$ cat config.mk
export PLATFORM = sky130hd
export DESIGN_NAME = unsigned_mul_add_seq
export DESIGN_NICKNAME = d
export VERILOG_FILES = /design/src/rtl/unsigned_mul_add_seq_pkg.sv /design/src/rtl/unsigned_mul_add_dp.sv /design/src/rtl/unsigned_mul_add_seq.sv
export SDC_FILE = /design/constraint.sdc
export NUM_CORES = 1
export LEC_CHECK = 0
export BUFFER_PORTS_ARGS = -buffer_cell sky130_fd_sc_hd__buf_2
export CORE_MARGIN = 2
export CORE_UTILIZATION = 57
export DETAILED_ROUTE_END_ITERATION = 6
export GPL_TIMING_DRIVEN = 1
export PLACE_DENSITY_LB_ADDON = 0.1
export RECOVER_POWER = 25
export SLEW_MARGIN = 25
export SYNTH_ARGS = -nofsm -noshare
export SYNTH_HDL_FRONTEND = slang
export SYNTH_SLANG_ARGS = --single-unit
$ cat constraint.sdc
create_clock -name clk -period 3.33 [get_ports clk]
set_input_delay 0.666 -clock clk [delete_from_list [all_inputs] [get_ports clk]]
set_output_delay 0.666 -clock clk [all_outputs]
set_load 0.01 [all_outputs]
$ cat src/rtl/unsigned_mul_add_seq_pkg.sv
// Shared definitions for the unsigned multiply-add engine: the default operand
// width, the FSM state encoding and the width of the iteration counter.
package unsigned_mul_add_seq_pkg;

   localparam int MUL_ADD_WIDTH = 8;

   typedef enum logic [1:0] {
      IDLE = 2'd0,
      RUN  = 2'd1,
      DONE = 2'd2
   } state_t;

   // Counter width needed to index WIDTH iterations; at least one bit.
   function automatic int cnt_width(input int w);
      return (w > 1) ? $clog2(w) : 1;
   endfunction

endpackage

$ cat src/rtl/unsigned_mul_add_dp.sv
// Datapath of the unsigned multiply-add engine: multiplier/multiplicand shift
// registers, accumulator, iteration counter and the result register.
// The accumulator is 2*WIDTH bits; q*d + r never exceeds 2^(2W) - 2^W, so no
// carry-out is kept.
module unsigned_mul_add_dp
   import unsigned_mul_add_seq_pkg::*;
#(
   parameter int WIDTH = MUL_ADD_WIDTH
) (
   input  logic                 clk,
   input  logic                 rst,
   input  logic                 load,
   input  logic                 step,
   input  logic                 result_load,
   input  logic [WIDTH-1:0]     quotient,
   input  logic [WIDTH-1:0]     divisor,
   input  logic [WIDTH-1:0]     remainder,
   output logic                 last,
   output logic [2*WIDTH-1:0]   result
);

   localparam int CW = cnt_width(WIDTH);
   localparam logic [CW-1:0] LAST_COUNT = CW'(WIDTH - 1);

   logic [WIDTH-1:0]   mplier;
   logic [2*WIDTH-1:0] mcand;
   logic [2*WIDTH-1:0] acc;
   logic [2*WIDTH-1:0] acc_next;
   logic [CW-1:0]      count;

   // Accumulator value after the current iteration's conditional add; the
   // result register captures it directly so the final add lands in result
   // on the same edge that enters DONE.
   always_comb begin
      acc_next = acc + (mplier[0] ? mcand : '0);
   end

   assign last = (count == LAST_COUNT);

   // Operand latch on accept, one shift-add step per RUN cycle.
   always_ff @(posedge clk) begin
      if (rst) begin
         mplier <= '0;
         mcand  <= '0;
         acc    <= '0;
         count  <= '0;
      end else if (load) begin
         mplier <= quotient;
         mcand  <= {{WIDTH{1'b0}}, divisor};
         acc    <= {{WIDTH{1'b0}}, remainder};
         count  <= '0;
      end else if (step) begin
         acc    <= acc_next;
         mcand  <= mcand << 1;
         mplier <= mplier >> 1;
         count  <= count + 1'b1;
      end
   end

   // Result only updates on entry to DONE and holds through a following RUN.
   always_ff @(posedge clk) begin
      if (rst) begin
         result <= '0;
      end else if (result_load) begin
         result <= acc_next;
      end
   end

endmodule

$ cat src/rtl/unsigned_mul_add_seq.sv
// Unsigned multiply-add engine: result = quotient*divisor + remainder, one
// multiplier bit per clock. Reconstructs a dividend from divider outputs.
// Optional operand-consistency flag enabled by defining MUL_ADD_CHECK_EN.
//
// Handshake: start is accepted on a rising edge only while busy=0 (IDLE or
// DONE); operands are sampled on that edge. busy is high for the WIDTH
// iteration cycles that follow; done then rises with result valid and stays
// high until the next accept. start while busy=1 is ignored. rst has priority
// over start.
module unsigned_mul_add_seq
   import unsigned_mul_add_seq_pkg::*;
#(
   parameter int WIDTH = MUL_ADD_WIDTH
) (
   input  logic                 clk,
   input  logic                 rst,
   input  logic                 start,
   input  logic [WIDTH-1:0]     quotient,
   input  logic [WIDTH-1:0]     divisor,
   input  logic [WIDTH-1:0]     remainder,
   output logic                 busy,
   output logic                 done,
   output logic [2*WIDTH-1:0]   result,
   output logic                 invalid
);

   state_t state;
   state_t state_next;
   logic   load;
   logic   step;
   logic   result_load;
   logic   last;

   // State register.
   always_ff @(posedge clk) begin
      if (rst) begin
         state <= IDLE;
      end else begin
         state <= state_next;
      end
   end

   // Next-state and datapath controls.
   always_comb begin
      state_next  = state;
      load        = 1'b0;
      step        = 1'b0;
      result_load = 1'b0;
      case (state)
         IDLE: begin
            if (start) begin
               state_next = RUN;
               load       = 1'b1;
            end
         end
         RUN: begin
            step = 1'b1;
            if (last) begin
               state_next  = DONE;
               result_load = 1'b1;
            end
         end
         DONE: begin
            if (start) begin
               state_next = RUN;
               load       = 1'b1;
            end
         end
         default: begin
            state_next = IDLE;
         end
      endcase
   end

   assign busy = (state == RUN);
   assign done = (state == DONE);

   unsigned_mul_add_dp #(
      .WIDTH (WIDTH)
   ) u_dp (
      .clk         (clk),
      .rst         (rst),
      .load        (load),
      .step        (step),
      .result_load (result_load),
      .quotient    (quotient),
      .divisor     (divisor),
      .remainder   (remainder),
      .last        (last),
      .result      (result)
   );

`ifdef MUL_ADD_CHECK_EN
   // Flag operands that no valid division could have produced; held until
   // the next accept or reset.
   always_ff @(posedge clk) begin
      if (rst) begin
         invalid <= 1'b0;
      end else if (load) begin
         invalid <= (divisor == '0) | (remainder >= divisor);
      end
   end
`else
   assign invalid = 1'b0;
`endif

endmodule

# == Word level (Yosys, flattened, before mapping) ==
# Cells that the tools add are included.
# word_totals
output_inout_bits,19
ff_bits,61
wordCells,35
# op_classes
reduce_logical,5
n_eq_ne,5
n_mux,15
add_sub_neg,2
# ops
cell,count
2-to-1 mux 8 bit,6
adder 16 bit,1
2-to-1 mux 16 bit,1
2-to-1 mux 1 bit,5
2-to-1 mux 2 bit,2
!= test 2 x 1 -> 1 bit (second input constant),2
case mux 2 bit (2 select lines),1
OR reduction 2 bit,2
adder 3 x 1 -> 3 bit (second input constant),1
== test 3 bit (second input constant),1
== test 2 x 1 -> 1 bit (second input constant),1
== test 2 bit (second input constant),1
zero test 2 bit,1
AND reduction 2 bit,1
nonzero test 2 bit,1

# == Longest topological paths before layout ==
# Gate-level depths: netlist (run 1).
# logic_depth
depth_word,4
depth_mapped,10
depth_no_buf,9

# == Hierarchy ==
# A second synthesis (run 1) with hierarchy kept.
# hier_totals
hier_cells,395
area_unflattened_um2,3375.7
# modules_own_cells
mod,area_per_inst_um2,cells_each,n_inst,seq_area_each_um2
unsigned_mul_add_dp,3264.4,382,1,1181.1
unsigned_mul_add_seq,111.4,13,1,40.0

# == Least setup slack after synthesis (run 1) ==
# No wires, ideal clock.
# synth_timing
path_type,reg2reg
startpoint,reg u_dp.mplier[0]
endpoint,reg u_dp.acc[10]
synth_period_minus_slack_ns,2.479
path_stages_with_launch,11
arrival_time_ns,2.353
required_ns,3.204
slack_ns,0.851
cell_sequence,dfxtp_1 -> clkbuf_1 -> and2_1 -> ha_1 -> fa_1 -> a21o_1 -> a31o_1 -> a31oi_4 -> nor2_2 -> a2111oi_4 -> o31ai_1
# synth_via
elab_chain_cells,2
# synth_lines
element,line_no,text
"start, declared",unsigned_mul_add_dp.sv:25,logic [WIDTH-1:0] mplier;
"start signal, assigned",unsigned_mul_add_dp.sv:48,mplier <= quotient;
"start signal, assigned",unsigned_mul_add_dp.sv:55,mplier <= mplier >> 1;
2-to-1 mux 16 bit,unsigned_mul_add_dp.sv:35,acc_next = acc + (mplier[0] ? mcand : '0);
adder 16 bit,unsigned_mul_add_dp.sv:35,
"end signal, assigned",unsigned_mul_add_dp.sv:50,"acc <= {{WIDTH{1'b0}}, remainder};"
"end signal, assigned",unsigned_mul_add_dp.sv:53,acc <= acc_next;
"end, declared",unsigned_mul_add_dp.sv:27,logic [2*WIDTH-1:0] acc;
# Every way passes these cells.
# A chain may end at the register's enable or synchronous reset.

# == Worst setup path after layout (run 1) ==
# layout_timing
startpoint,reg u_dp.mplier[0]
endpoint,reg u_dp.result[10]
# layout_via
elab_chain_cells,2
# layout_lines
element,line_no,text
2-to-1 mux 16 bit,unsigned_mul_add_dp.sv:35,
adder 16 bit,unsigned_mul_add_dp.sv:35,
"end signal, assigned",unsigned_mul_add_dp.sv:65,result <= acc_next;
"end, declared",unsigned_mul_add_dp.sv:19,output logic [2*WIDTH-1:0] result
# Every way passes these cells.

==> results of run 1 <==
==> area by class of cell <==
cell class | count | area, sq um | share of cell area (%)
Timing Repair Buffer | 50 | 243 | 6.46
Clock inverter | 4 | 47.5 | 1.26
Tap cell | 72 | 90.1 | 2.40
Sequential cell | 61 | 1220 | 32.5
Clock buffer | 12 | 145 | 3.86
Inverter | 2 | 7.51 | 0.200
Multi-Input combinational cell | 330 | 2000 | 53.3
==> kinds of logic (layout without fill, tap and decap cells) <==
family,after synthesis,count (layout),share of synthesized area [%]
xor+xnor,10,10,2.62
other cells,1,1,0.112
fa+ha+maj,18,18,6.96
compound gates,106,106,22.7
mux,4,4,1.20
flops,61,61,36.5
simple gates,191,191,26.3
buf+inv,29,68,3.55
==> synth_stat cells, types with 2 or more instances <==
library cell,n,area share [%]
o21ai_0,5,0.75
mux2i_1,4,1.2
and2_1,19,3.6
a21oi_1,36,5.4
o211ai_1,7,1.6
o31ai_1,3,0.67
a211oi_1,11,2.5
or3_1,2,0.37
o21ai_1,2,0.30
nand2_1,89,10
a22oi_1,6,1.3
nor2b_1,2,0.37
a31oi_1,3,0.56
nand4_1,4,0.75
or4_1,2,0.45
xnor2_1,6,1.6
nor3_1,10,1.5
a211o_1,2,0.52
nand2b_1,5,0.94
nor4_1,2,0.37
clkbuf_1,17,1.9
a311oi_1,15,3.9
a21o_1,6,1.3
nor2_1,31,3.5
and3_1,8,1.5
buf_1,4,0.45
xor2_1,4,1.0
ha_1,17,6.4
dfxtp_1,61,37
nand3_1,10,1.5
or2_2,2,0.37
buf_2,5,0.75
==> power by group through the flow <==
| stage | Sequential, W | Clock (W) | Combinational (W) |
|---|---|---|---|
| final | 0.000782 | 0.000655 | 0.000192 |
| after global routing | 0.000785 | 0.000697 | 0.000214 |
| after CTS | 0.000781 | 0.000666 | 0.000192 |
| after detailed placement | 0.000798 | 0 | 0.000191 |
| after global placement | 0.000797 | 0 | 0.000188 |
| after floorplan | 0.000789 | 0 | 0.000139 |
==> metrics by stage <==
stage | util (%) | hold WS (ps) | setup WS (ps) | total power, W
3_3_place_gp | 64.4 | 443 | 714 | 0.000985
2_1_floorplan | - | 436 | 851 | 0.000928
4_1_cts | 67.8 | 457 | 621 | 0.00164
3_5_place_dp | 64.4 | 448 | 623 | 0.000988
6_report | 67.4 | 456 | 563 | 0.00163
5_1_grt | 67.4 | 478 | 380 | 0.00170
==> state kept, by name, indices dropped and copies added (netlist names) <==
signal and cells:
u_dp.acc 16, u_dp.mcand 16, u_dp.result 16, u_dp.mplier 8, u_dp.count 3, state 2
==> how the worst min path moves through the flow <==
stage | endpoint | slack, ps
6_report | u_dp.result[4]$_SDFFE_PP0P_ | 460
3_3_place_gp | u_dp.result[1]$_SDFFE_PP0P_ | 440
4_1_cts | u_dp.result[4]$_SDFFE_PP0P_ | 460
2_1_floorplan | u_dp.acc[8]$_SDFFE_PP0P_ | 440
5_1_grt | u_dp.result[1]$_SDFFE_PP0P_ | 480
3_5_place_dp | u_dp.result[4]$_SDFFE_PP0P_ | 450
==> placed cells by master, fill, tap and decap left out, types with 5 or more instances in the layout <==
master / synthesis / final
nand2_1: 89 / 89
dfxtp_1: 61 / 61
a21oi_1: 36 / 36
buf_2: 5 / 32
nor2_1: 31 / 31
and2_1: 19 / 19
ha_1: 17 / 17
clkbuf_1: 17 / 16
a311oi_1: 15 / 15
a211oi_1: 11 / 11
nor3_1: 10 / 10
nand3_1: 10 / 10
clkbuf_8: 0 / 10
and3_1: 8 / 8
o211ai_1: 7 / 7
a22oi_1: 6 / 6
a21o_1: 6 / 6
xnor2_1: 6 / 6
nand2b_1: 5 / 5
o21ai_0: 5 / 5
==> metal layers <==
metal	part of all wire (%)	up-vias	GRT usage, %
met5	0	-	0
met3	4.0	29	4.72
li1	-	1570	-
met4	3.7	0	18.5
met2	46	93	45.0
met1	46	1565	35.6
==> critical path: stages, from the launching register on <==
cell and delay (ps):
dfxtp_1 470, and2_1 230, ha_1 230, fa_1 430
a21o_1 230, a31o_1 260, a31oi_4 210, nor2_2 70
a2111oi_4 370, o41ai_1 100
==> impl_summary.md, run 1 <==
Timing
Setup repair after global routing left no endpoint under its margin. For this run, the top clock speed supported by timing is 361 MHz. In this run the tightest slew margin relative to its limit is 22.1%.

Setup violations remaining at the end of the flow were counted as 0. The number of pins exceeding their max-slew limit in the final report is 0. The hold violation count in the final report was 0. The final critical path time including I/O delays and setup is 2770 ps. For the final database, setup skew stands at 8.26 ps. After routing, the total negative slack on setup checks comes to 0 ps. After layout, the worst path uses 83.1% of the clock period. For the pin with the worst max-slew slack, the measured transition is 1170 ps.

Route
The remaining number of nets flagged by the antenna check after routing is 0. The per-cell routed wire length is 16.0 microns. The final routed wirelength across all metal layers is 8510 microns. The number of DRC markers after the initial detailed-route iteration is 177.

The number of optimization iterations in the first detailed-route pass is 5. After detailed routing, the number of remaining DRC violations is 0. The via total after detailed routing is 3257. In the routed layout, each cell is associated on average with a via count of 6.13.

Synthesis
The synthesized area per cell is 7.96 sq um. The number of cells produced by synthesis is 420. The number of different library cells in the post-synthesis netlist is 52. After synthesis the netlist holds a flip-flop and latch count of 61. Of all flip-flops after synthesis, the portion carrying an async set or reset was 0%. The proportion of synthesized chip area in sequential cells is 36.5%.

The top flip-flop cell by instance count after synthesis is dfxtp_1. The number of nets in the synthesized netlist is 465. The number of warnings printed during yosys synthesis is 0. The netlist area before placement is 0.00334 sq mm. Yosys mapped a number of flops with a built-in enable equal to 0.

Critical path
The endpoint arrival time on the critical path is 2950 ps. The critical path startpoint is u_dp.mplier[0]$_SDFFE_PP0P_. The kind of launch point of the worst setup path is a flop. The element type at the critical path end is a flop. Setup slack on the worst reg-to-reg path comes out at 560 ps. In this run the worst setup path terminates at u_dp.result[10]$_SDFFE_PP0P_. The critical path is of the reg2reg type. The endpoint identified for the worst register-to-register timing path is u_dp.result[10]$_SDFFE_PP0P_.

The top fanout value on the critical path is 17. The critical path required time is 3510 ps. The startpoint identified for the worst register-to-register timing path is u_dp.mplier[0]$_SDFFE_PP0P_. For the worst flop-to-flop path, the logic depth is 9.

Min path
The count of cells along the worst hold path is 2. The worst hold path begins at u_dp.result[4]$_SDFFE_PP0P_. The tightest min-delay check is of the reg2reg type.

Power and ir drop
In this run, the clock network consumes 40.2% of the power. In this run the power density over the cells is 433 mW/mm^2. The maximum vdd drop is 285 uV.

For this design the static power due to leakage is 1.57 nW. The switching power total is 0.000438 W. The portion of total power attributed to sequential cells is 48.0%. Net switching is 26.9% of the power. The internal power contribution is 0.00119 W. The part of the total power dissipated in combinational logic is 11.8%.

Placed design
Summing all placed instances gives a cell area of 0.00359 sq mm. The weighted congestion reported at the end of routability-driven placement is 0.973. Counting tap cells, the placed design contains a total of 515 instances. Summed over all nets, the half-perimeter wirelength after detailed placement is 6000 microns. The number of buffers added on ports is 44.

Clock tree
The clock net sink count is 61. Once the clock tree was built, the setup fixing pass inserted 0 buffers. The depth of the CTS H-tree is 3. The post-CTS clock slew at the launch and capture registers of the worst setup and hold paths is 70 ps. The buffer type at the clock tree root is clkbuf_8. For this design, the CTS-stage hold fixing added 0 buffers. Once the clock tree was built, the resizer swapped 0 gates to a different size. Counting the buffers created by CTS gives 9. TritonCTS built the clock tree.

The clock passes through at most 2 buffers. The clock latency of the later-clocked register in the worst-skew pair is 340 ps.

Floorplanning
The core region is 0.00557 sq mm. The height of the die is 80.6 microns. The number of top-level design ports is 46.

The die span in x is 80.6 microns. The full die area is 0.00650 sq mm. For this configuration, the core starts out at a cell density of 60.0%. The row count is 27.

Run
The max capacitance violation total is 0.

Outcome
The run finished with clean final reports.

Cells and area
The number of nets in the layout is 499. The post-route netlist has 13.1% of its cells at a drive strength greater than 1. The post-route non-filler standard cell count is 531.

The repair_antennas step left the layout with diodes totalling 0. The filler cell count is 489. After routing the design area is 0.00376 sq mm. From synthesis to final layout, the design area changed by 12.4%.

Global routing
The overall overflow remaining after global route is 0. Entering global routing, the biggest net connects 44 pins. The number of global-route vias before repair came to 3018. The number of antenna violations at the first check in global routing is 0. The first-pass GRT wire length is 14100 microns. The overall global routing resource usage is 28.4%.
No activity file was read; power rests on OpenSTA's default activity.
==> run 2, diff against run 1 <==
--- a/config.mk
+++ b/config.mk
@@ -5,9 +5,10 @@
 export SDC_FILE = /design/constraint.sdc
 export NUM_CORES = 1
 export LEC_CHECK = 0
+export ABC_AREA = 1
 export BUFFER_PORTS_ARGS = -buffer_cell sky130_fd_sc_hd__buf_2
 export CORE_MARGIN = 2
-export CORE_UTILIZATION = 57
+export CORE_UTILIZATION = 58
 export DETAILED_ROUTE_END_ITERATION = 6
 export GPL_TIMING_DRIVEN = 1
 export PLACE_DENSITY_LB_ADDON = 0.1
==> constraint.sdc (replaced) <==
create_clock -name clk -period 2.9 [get_ports clk]
set_input_delay 0.58 -clock clk [delete_from_list [all_inputs] [get_ports clk]]
set_output_delay 0.58 -clock clk [all_outputs]
set_load 0.01 [all_outputs]
==> impl_summary.md, run 2 <==
Outcome
The run finished with clean final reports.

Power and ir drop
The total power after layout is 0.00183 W. Across the VDD grid, the largest voltage drop is 281 uV. The reported leakage power is 2.05 nW.

For this design the ratio of total power to cell area is 475 mW/mm^2.

Cells and area
Leaving out filler cells and counting taps, the final layout contains 646. The number of nets in the layout is 612. The filler cell count is 580. The final core utilization is 65.5%.

The post-route cell area is 0.00385 sq mm. The largest registers in the layout are u_dp.acc: 16 flops, u_dp.mcand: 16 flops, u_dp.result: 16 flops. 0 antenna diodes ended up in the layout. The most common cell after layout, fill and taps aside is nand2_1. In the final layout, the share of cells above drive strength 1 is 10.3%. In the layout the commonest cells are nand2_1 (163), inv_1 (82), dfxtp_1 (61).

The layout overhead on the synthesized area is 9.26%.

Timing
The worst slew margin relative to its limit is 44.7%. Setup repair after global routing left no endpoint under its margin. The hold violation count in the final report is 0.

The maximum achievable frequency is 424 MHz. At the pin with the least slew margin, the transition time is 824 ps. The routed design could run at a clock period as short as 2360 ps. Setup violations remaining at the end of the flow were counted as 0. Of the available clock period, the critical path in the final layout requires 81.3%. The number of pins exceeding their max-slew limit in the final report is 0. For the final database, setup skew stands at 6.88 ps. The total negative slack is 0 ps.

Clock tree
Clock-pin slew was measured on the worst setup and hold paths at 70 ps. The cell sitting at the root of the clock tree is a clkbuf_8. The number of hold-repair buffers added at the cts stage is 0. The number of buffers created by CTS is 9. Counting every sink on the clock net gives 61. The CTS tree is done.

The post-cts gate resize count is 0. Counting along the longest clock path gives a buffer depth of 2. The depth of the CTS H-tree is 3. Once the clock tree was built, the setup fixing pass inserted 0 buffers. For the worst-skew pair, the clock arrives at the later sink with an insertion delay of 350 ps.

Synthesis
The cell count after synthesis came out at 531. The top flip-flop cell by instance count after synthesis is dfxtp_1. For this run, the number of Yosys warnings is 0.

The netlist area before placement is 0.00353 sq mm. The most frequent cell after synthesis is nand2_1. The post-synthesis register bit count is 61. Each instance of the synthesized netlist takes up on average 6.64 sq um.

Counting instances in the post-synthesis netlist gives the leading cell types as nand2_1 (163), inv_1 (82), dfxtp_1 (61). The number of different library cells in the post-synthesis netlist is 38. The fraction of synthesized cell area taken by the top area cell type is 34.6%. The proportion of synthesized chip area in sequential cells is 34.6%. By area the synthesized netlist is led by dfxtp_1 (35%), nand2_1 (17%), inv_1 (8.7%). In the synthesized netlist the async set-or-reset flop fraction comes to 0%. The post-synth net total is 576.

The library cell with the largest summed area after synthesis is dfxtp_1. In this run, synthesis inferred 0 flip-flops with an integrated enable.

Floorplanning
The height of the die is 82.0 microns. Measured along the x axis, the die boundary spans 82.0 microns. After floorplanning, the core was divided into 28 placement rows. The area of the core is 0.00589 sq mm.

The initial utilization of the core area, before any placement, comes to 59.9%. 46 I/O pins were placed. The full die area is 0.00672 sq mm.

Global routing
The first-pass GRT wire length is 13400 microns. Global routing finished with a remaining overflow of 0. The number of global-route vias before repair was 3032. The largest net degree at the start of global routing is 39. The number of antenna violations at the first check in global routing is 0. The overall global routing resource usage is 26.0%.

Critical path
STA puts the critical path data required time at 3140 ps. The top fanout value on the critical path is 23. The worst setup path is launched from a flop. The critical path class is reg2reg. The endpoint arrival time on the critical path is 2590 ps.

The worst setup path is captured at a flop.

Run
The max capacitance violation total is 0.

Route
After detailed routing, the average wire length per cell comes to 12.4 microns. For this run, the detailed router's first-pass iteration total came to 5. The detail-routed via count per cell is 5.21. The number of DRC markers after the initial detailed-route iteration is 167. The remaining number of nets flagged by the antenna check after routing is 0. The via total after detailed routing is 3363. The final routed wirelength across all metal layers is 8040 microns.

The total DRC errors in the routed layout is 0.

Placed design
Once placement finished, the instance area stood at 0.00371 sq mm. The weighted congestion reported at the end of routability-driven placement is 0.912. After detailed placement, the design holds a cell count of 631.

Summed over all nets, the half-perimeter wirelength after detailed placement is 5640 microns. The number of buffers added on ports is 44.

Min path
The tightest min-delay check is of the reg2reg type.
run 2: cell count changes after synthesis, moves of 7 or more:
cell,change
nand3_1,+25
nand2_1,+74
a311oi_1,-15
o21ai_0,+20
and3_1,-8
and2_1,-18
a211oi_1,-10
clkbuf_1,-11
inv_1,+81
nor3_1,-7
run 2: layout make-up:
type | count | area, sq um | area share (%)
clock buffer | 11 | 141 | 3.67
clock inverter | 4 | 25.0 | 0.649
inverter | 87 | 335 | 8.70
multi-input combinational | 362 | 1820 | 47.1
sequential | 61 | 1220 | 31.7
tap | 75 | 93.8 | 2.44
timing repair buffer | 46 | 220 | 5.71
run 2: where the power goes:
part,total (W),internal (W),switching (W)
Sequential,0.000912,0.000880,0.0000327
Clock,0.000662,0.000325,0.000337
Combinational,0.000257,0.0000919,0.000165
run 2: per-layer routing:
| metal | GRT usage, % | vias to the layer above | part of all wire, % |
|---|---|---|---|
| li1 | - | 1740 | - |
| met1 | 34.3 | 1511 | 49 |
| met2 | 41.6 | 98 | 43 |
| met3 | 6.59 | 14 | 5.8 |
| met4 | 7.83 | 0 | 2.0 |
| met5 | 0 | - | 0 |
run 2: stage by stage:
| stage | setup WS [ps] | hold WS [ps] |
|---|---|---|
| finish | 543 | 468 |
| global route | 332 | 484 |
| CTS | 677 | 467 |
| detailed placement | 716 | 457 |
| global placement | 761 | 451 |
| floorplan | 863 | 440 |
run 2: cells by family (layout without fill, tap and decap cells):
logic type / after synthesis / in the layout / synth area share, %
adder cells (fa/ha/maj): 18 / 18 / 6.60
AND/OR/NAND/NOR: 251 / 251 / 29.8
other: 1 / 1 / 0.106
XOR/XNOR: 5 / 5 / 1.24
AO/OA/AOI/OAI: 87 / 87 / 13.9
buffers and inverters: 108 / 148 / 13.7
flip-flops: 61 / 61 / 34.6
run 2: path summary, 6_finish.rpt:
path | from | endpoint | slack, ps | depth (start not counted)
setup / recovery | state[0]$_SDFFE_PP0P_ | u_dp.mcand[7]$_SDFFE_PP0P_ | 540 | 6
hold / removal | u_dp.mplier[6]$_SDFFE_PP0P_ | u_dp.mplier[6]$_SDFFE_PP0P_ | 470 | 2
setup reg to reg | state[0]$_SDFFE_PP0P_ | u_dp.mcand[7]$_SDFFE_PP0P_ | 540 | 6
hold reg to reg | u_dp.mplier[6]$_SDFFE_PP0P_ | u_dp.mplier[6]$_SDFFE_PP0P_ | 470 | 2
run 2: worst max-delay path, cell delays in order, from the launching register on:
cell and delay (ps):
dfxtp_1 340, nor2_1 190, clkinvlp_2 700, nand2_4 510
inv_2 160, a221oi_1 280, nor2_1 60
